**config.mk**
```make
export PLATFORM = sky130hd
export DESIGN_NAME = lutram_burst_reader
export DESIGN_NICKNAME = d
export VERILOG_FILES = /design/src/rtl/lutram_burst_reader.sv
export SDC_FILE = /design/constraint.sdc
export NUM_CORES = 1
export LEC_CHECK = 0
export ABC_AREA = 1
export BUFFER_PORTS_ARGS = -buffer_cell sky130_fd_sc_hd__buf_2
export CORE_MARGIN = 10
export CORE_UTILIZATION = 40
export CTS_BUF_LIST = sky130_fd_sc_hd__clkbuf_16
export CTS_CLUSTER_DIAMETER = 100
export DETAILED_ROUTE_END_ITERATION = 12
export PLACE_DENSITY = 0.63
export SLEW_MARGIN = 0
export SYNTH_ARGS = -nofsm -noshare
export SYNTH_HDL_FRONTEND = slang
export SYNTH_SLANG_ARGS = --single-unit
```
**constraint.sdc**
```tcl
create_clock -name clk -period 2 [get_ports clk]
set_clock_uncertainty 0.2 [all_clocks]
set_input_delay 0.4 -clock clk [delete_from_list [all_inputs] [get_ports clk]]
set_output_delay 0.4 -clock clk [all_outputs]
set_load 0.02 [all_outputs]
```
**src/rtl/lutram_burst_reader.sv**
```systemverilog
// Burst read engine for a bank of distributed-RAM columns: drives the shared read address,
// captures the asynchronous read data and streams words out through a 2-entry skid buffer.
module lutram_burst_reader #(
  parameter int unsigned WIDTH      = 8,
  parameter int unsigned DEPTH_LOG2 = 6,
  parameter int unsigned LEN_BITS   = 9
) (
  input  logic                  clk,
  input  logic                  rst,
  input  logic                  cmd_valid,
  output logic                  cmd_ready,
  input  logic [DEPTH_LOG2-1:0] cmd_addr,
  input  logic [LEN_BITS-1:0]   cmd_len,
  output logic [DEPTH_LOG2-1:0] radr,
  input  logic [WIDTH-1:0]      rdata,
  output logic                  m_valid,
  input  logic                  m_ready,
  output logic [WIDTH-1:0]      m_data,
  output logic                  m_last,
  output logic                  busy,
  output logic                  done
);

  typedef enum logic [1:0] {StIdle, StRun, StDrain} state_e;

  state_e                state_q, state_d;
  logic [DEPTH_LOG2-1:0] radr_q, radr_d;
  logic [LEN_BITS-1:0]   rem_q, rem_d;
  logic [1:0]            cnt_q, cnt_d;
  logic [WIDTH-1:0]      main_data_q, main_data_d, skid_data_q, skid_data_d;
  logic                  main_last_q, main_last_d, skid_last_q, skid_last_d;
  logic                  done_q, done_d;

  logic pop, cap, cap_last, accept;

  assign m_valid   = (cnt_q != 2'd0);
  assign m_data    = main_data_q;
  assign m_last    = m_valid & main_last_q;
  assign radr      = radr_q;
  assign cmd_ready = (state_q == StIdle);
  assign busy      = (state_q != StIdle);
  assign done      = done_q;

  assign pop      = m_valid & m_ready;
  // A slot frees up this edge if the buffer is not full or the head is being taken.
  assign cap      = (state_q == StRun) && ((cnt_q != 2'd2) || pop);
  assign cap_last = (rem_q == LEN_BITS'(1));
  assign accept   = cmd_valid & (state_q == StIdle);

  always_comb begin
    state_d = state_q;
    radr_d  = radr_q;
    rem_d   = rem_q;
    done_d  = 1'b0;
    unique case (state_q)
      StIdle: begin
        if (accept) begin
          if (cmd_len != '0) begin
            radr_d  = cmd_addr;
            rem_d   = cmd_len;
            state_d = StRun;
          end else begin
            done_d = 1'b1;
          end
        end
      end
      StRun: begin
        if (cap) begin
          radr_d = radr_q + DEPTH_LOG2'(1);
          rem_d  = rem_q - LEN_BITS'(1);
          if (cap_last) state_d = StDrain;
        end
      end
      StDrain: begin
        if (pop && main_last_q) begin
          state_d = StIdle;
          done_d  = 1'b1;
        end
      end
      default: state_d = StIdle;
    endcase
  end

  always_comb begin
    cnt_d       = cnt_q;
    main_data_d = main_data_q;
    main_last_d = main_last_q;
    skid_data_d = skid_data_q;
    skid_last_d = skid_last_q;
    case (cnt_q)
      2'd0: begin
        if (cap) begin
          main_data_d = rdata;
          main_last_d = cap_last;
          cnt_d       = 2'd1;
        end
      end
      2'd1: begin
        if (pop && cap) begin
          main_data_d = rdata;
          main_last_d = cap_last;
        end else if (pop) begin
          cnt_d = 2'd0;
        end else if (cap) begin
          skid_data_d = rdata;
          skid_last_d = cap_last;
          cnt_d       = 2'd2;
        end
      end
      2'd2: begin
        if (pop) begin
          main_data_d = skid_data_q;
          main_last_d = skid_last_q;
          if (cap) begin
            skid_data_d = rdata;
            skid_last_d = cap_last;
          end else begin
            cnt_d = 2'd1;
          end
        end
      end
      default: cnt_d = 2'd0;
    endcase
  end

  always_ff @(posedge clk or posedge rst) begin
    if (rst) begin
      state_q     <= StIdle;
      radr_q      <= '0;
      rem_q       <= '0;
      cnt_q       <= 2'd0;
      main_data_q <= '0;
      main_last_q <= 1'b0;
      skid_data_q <= '0;
      skid_last_q <= 1'b0;
      done_q      <= 1'b0;
    end else begin
      state_q     <= state_d;
      radr_q      <= radr_d;
      rem_q       <= rem_d;
      cnt_q       <= cnt_d;
      main_data_q <= main_data_d;
      main_last_q <= main_last_d;
      skid_data_q <= skid_data_d;
      skid_last_q <= skid_last_d;
      done_q      <= done_d;
    end
  end

endmodule
```
==> run_results.csv <==
group,metric,value,unit
run_status,status,"finished, final reports clean",
drt,wl_met1,2570,microns
sta,hold_viol,0,
sta,tightestPinTransition,0.5057,ns
clock_network,ctsHoldBuffers,0,
clock_network,path_clk_slew,0.06,ns
floorplanning,initial_utilization,41.87,%
finish,seq_area,950.9,sq um
clock_network,clkSinkCount,38,
sta,tns,0,ns
global_routing,antenna_found_initial,0,
synthesis,yosys_warnings,0,
setup_path,reg2reg_from,"state_q[1]",
floorplanning,die_h,93.59,microns
global_routing,grt_use_total,12.91,%
sta,rsz0062_at_grt,"false",
synthesis,ys.flop_type,"dfrtp_1",
sta,fmax,556.1,MHz
setup_path,crit_type,"flip-flop to output port",
floorplanning,rows,26,
finish,diodes,0,
synthesis,syn_inst,308,
synthesis,synth_nets,338,
setup_path,end_kind,"output port",
synthesis,synth-seq-cells,38,
finish,area_growth_syn_to_layout,21.55,%
placed_design,portBuffers,45,
synthesis,async_reset_ff_share,100.0,%
drt,wl_met3,376,microns
synthesis,ys_types,21,
finish,layout-drive-gt1-share,19.22,%
setup_path,crit_path_start,"state_q[1]",
setup_path,crit_cells,3,
clock_network,clock_latency,0.28,ns
finish,fillers,517,
sta,slew_viol_final,0,
pwr,p_leak,1.484,nW
setup_path,cp.arrival,1.20,ns
sta,post-route-period-util,89.91,%
synthesis,synth_top_cell_area_share,43.91,%
global_routing,grt_pass1_vias,2082,
synthesis,synth.most_common_cell,"nand2_1",
global_routing,grt_max_degree,39,
setup_path,slowest_delay,0.45,ns
clock_network,cts_max_path_buffers,2,
drt,dr.first_iter.drc_count,150,
placed_design,place_ws,0.2552,ns
setup_path,crit_chain,"nor2_2 > inv_1 > buf_2",
clock_network,cts_buffers,5,
synthesis,synth_commonest_cells,"nand2_1 (125), dfrtp_1 (38), inv_1 (30), nor2_1 (27), nand3_1 (20)",
floorplanning,dieArea,8758,sq um
pwr,vdd_drop_max,637.9,uV
global_routing,grt_overflow,0,
sta,layout_setup_ws,0.2018,ns
placed_design,place_inst,422,
drt,wl_met2,2317,microns
clock_network,cts_root_buf,"clkbuf_16",
sta,setup_violations,0,
drt,antenna_left,0,
drt,vias_per_cell,4.751,
clock_network,post_cts_resized,0,
floorplanning,io_pins,46,
setup_path,worst_ep_required_time,1.40,ns
clock_network,htreeDepth,2,
finish,layoutNonFillerInstCount,429,
pwr,powerDensity,1624,nW/um^2
placed_design,gp_congestion,0.8176,
sta,relSlewSlack,66.29,%
setup_path,critical-path-top-delay-family,"flip-flops",
clock_network,cts_tree,"built",
setup_path,reg2reg_depth,8,
setup_path,startpoint_type,"flip-flop",
run,drv_cap,0,
drt,first_pass_iters,4,
finish,final_area,2633,sq um
drt,drc,0,
finish,multi_input_area,1030,sq um
drt,wl_per_cell,12.49,microns
floorplanning,die_x,93.59,microns
placed_design,dp_hpwl,3992,microns
synthesis,synth_edf_count,0,
setup_path,path_buf_inv,2,
setup_path,cp_max_fo,4,
placed_design,postPlaceCellArea,2474,sq um
drt,totalWireLength,5359,microns
synthesis,synth_area_leaders,"dfrtp_1 (44%), nand2_1 (22%), inv_1 (5.2%)",
drt,top_layer_used,"met4",
drt,vias,2038,
min_path,holdCritPathClass,"input port to async pin",
sta,finalCriticalPeriod,1.798,ns
synthesis,synth_area,2166,sq um
setup_path,cp_slowest_cell,"dfrtp_1",
clock_network,cts_setup_buffers,0,
synthesis,seq_area_frac_synth,43.91,%
synthesis,synth.largest_area_cell,"dfrtp_1",
synthesis,syn_area_per_cell,7.032,sq um
floorplanning,core_area,5172,sq um
global_routing,grt_first_pass_wirelength,9301,microns
finish,nNetsFinal,389,
## per-layer routing
layer | track usage (%) | up-vias
met5 | 0 | -
met4 | 5.696 | 0
met3 | 3.357 | 7
met2 | 20.77 | 61
met1 | 15.88 | 896
li1 | - | 1074
## per-stage QoR
stage               power, mW  hold slack (ns)  util, %
floorplan               2.888           0.2481        -
global placement        3.383           0.2618    47.82
detailed placement      3.421           0.2647    47.82
CTS                     4.320          0.06070    50.90
global route            4.681          0.09288    50.90
finish                  4.274          0.03363    50.90
## layout make-up
type	instances	share of cell area, %
Clock inverter	2	1.283
Tap cell	70	3.327
Sequential cell	38	36.12
Multi-Input combinational cell	228	39.12
Timing Repair Buffer	52	10.55
Inverter	34	4.848
Clock buffer	5	4.753
## cells by family after synthesis
family                     after synthesis  synth area share, %
buffers and inverters                   42                8.550
adders and majority gates                3                1.733
AOI/OAI and AO/OA                       34                7.972
muxes                                    6                2.773
and+or+nand+nor                        185                35.07
DFF                                     38                43.91
## worst reg2reg max path, cell delays in order, from the launching register on
cell,delay (ns)
dfrtp_1,0.45
nor2_2,0.20
nand2_1,0.08
nor2_1,0.09
nand2_1,0.13
nand3_2,0.15
inv_2,0.14
nand2_1,0.09
o21ai_0,0.08
## flip-flops by register name, summed over array words and instances, names as in the netlist
signal / flops
state_q: 2
rem_q: 9
done: 1
skid_last_q: 1
cnt_q: 2
skid_data_q: 8
main_last_q: 1
m_data: 8
radr: 6
## cells in the final DEF (no fill, tap or decap), drive strengths merged, types with 3 or more instances in the layout
cell type,netlist,layout
mux2i,6,6
o21ai,32,32
nor2,31,31
buf,8,52
clkbuf,0,5
nand4,4,4
dfrtp,38,38
nand3,21,21
nand2,125,125
ha,3,3
inv,34,34
## path summary, 6_finish.rpt
| kind | to | slack [ns] |
|---|---|---|
| max | busy | 0.20 |
| min | skid_data_q[0] | 0.03 |
| max reg2reg | rem_q[2] | 0.27 |
| min reg2reg | skid_data_q[2] | 0.28 |
| max in group asynchronous | rem_q[4] | 1.21 |
| min in group clk | skid_data_q[0] | 0.13 |
## where the power goes
group | switching, mW | internal, mW
clock | 0.305 | 0.577
combinational | 1.28 | 0.710
sequential | 0.282 | 1.12
total | 1.86 | 2.41
Power figures use the tool's default switching activity.
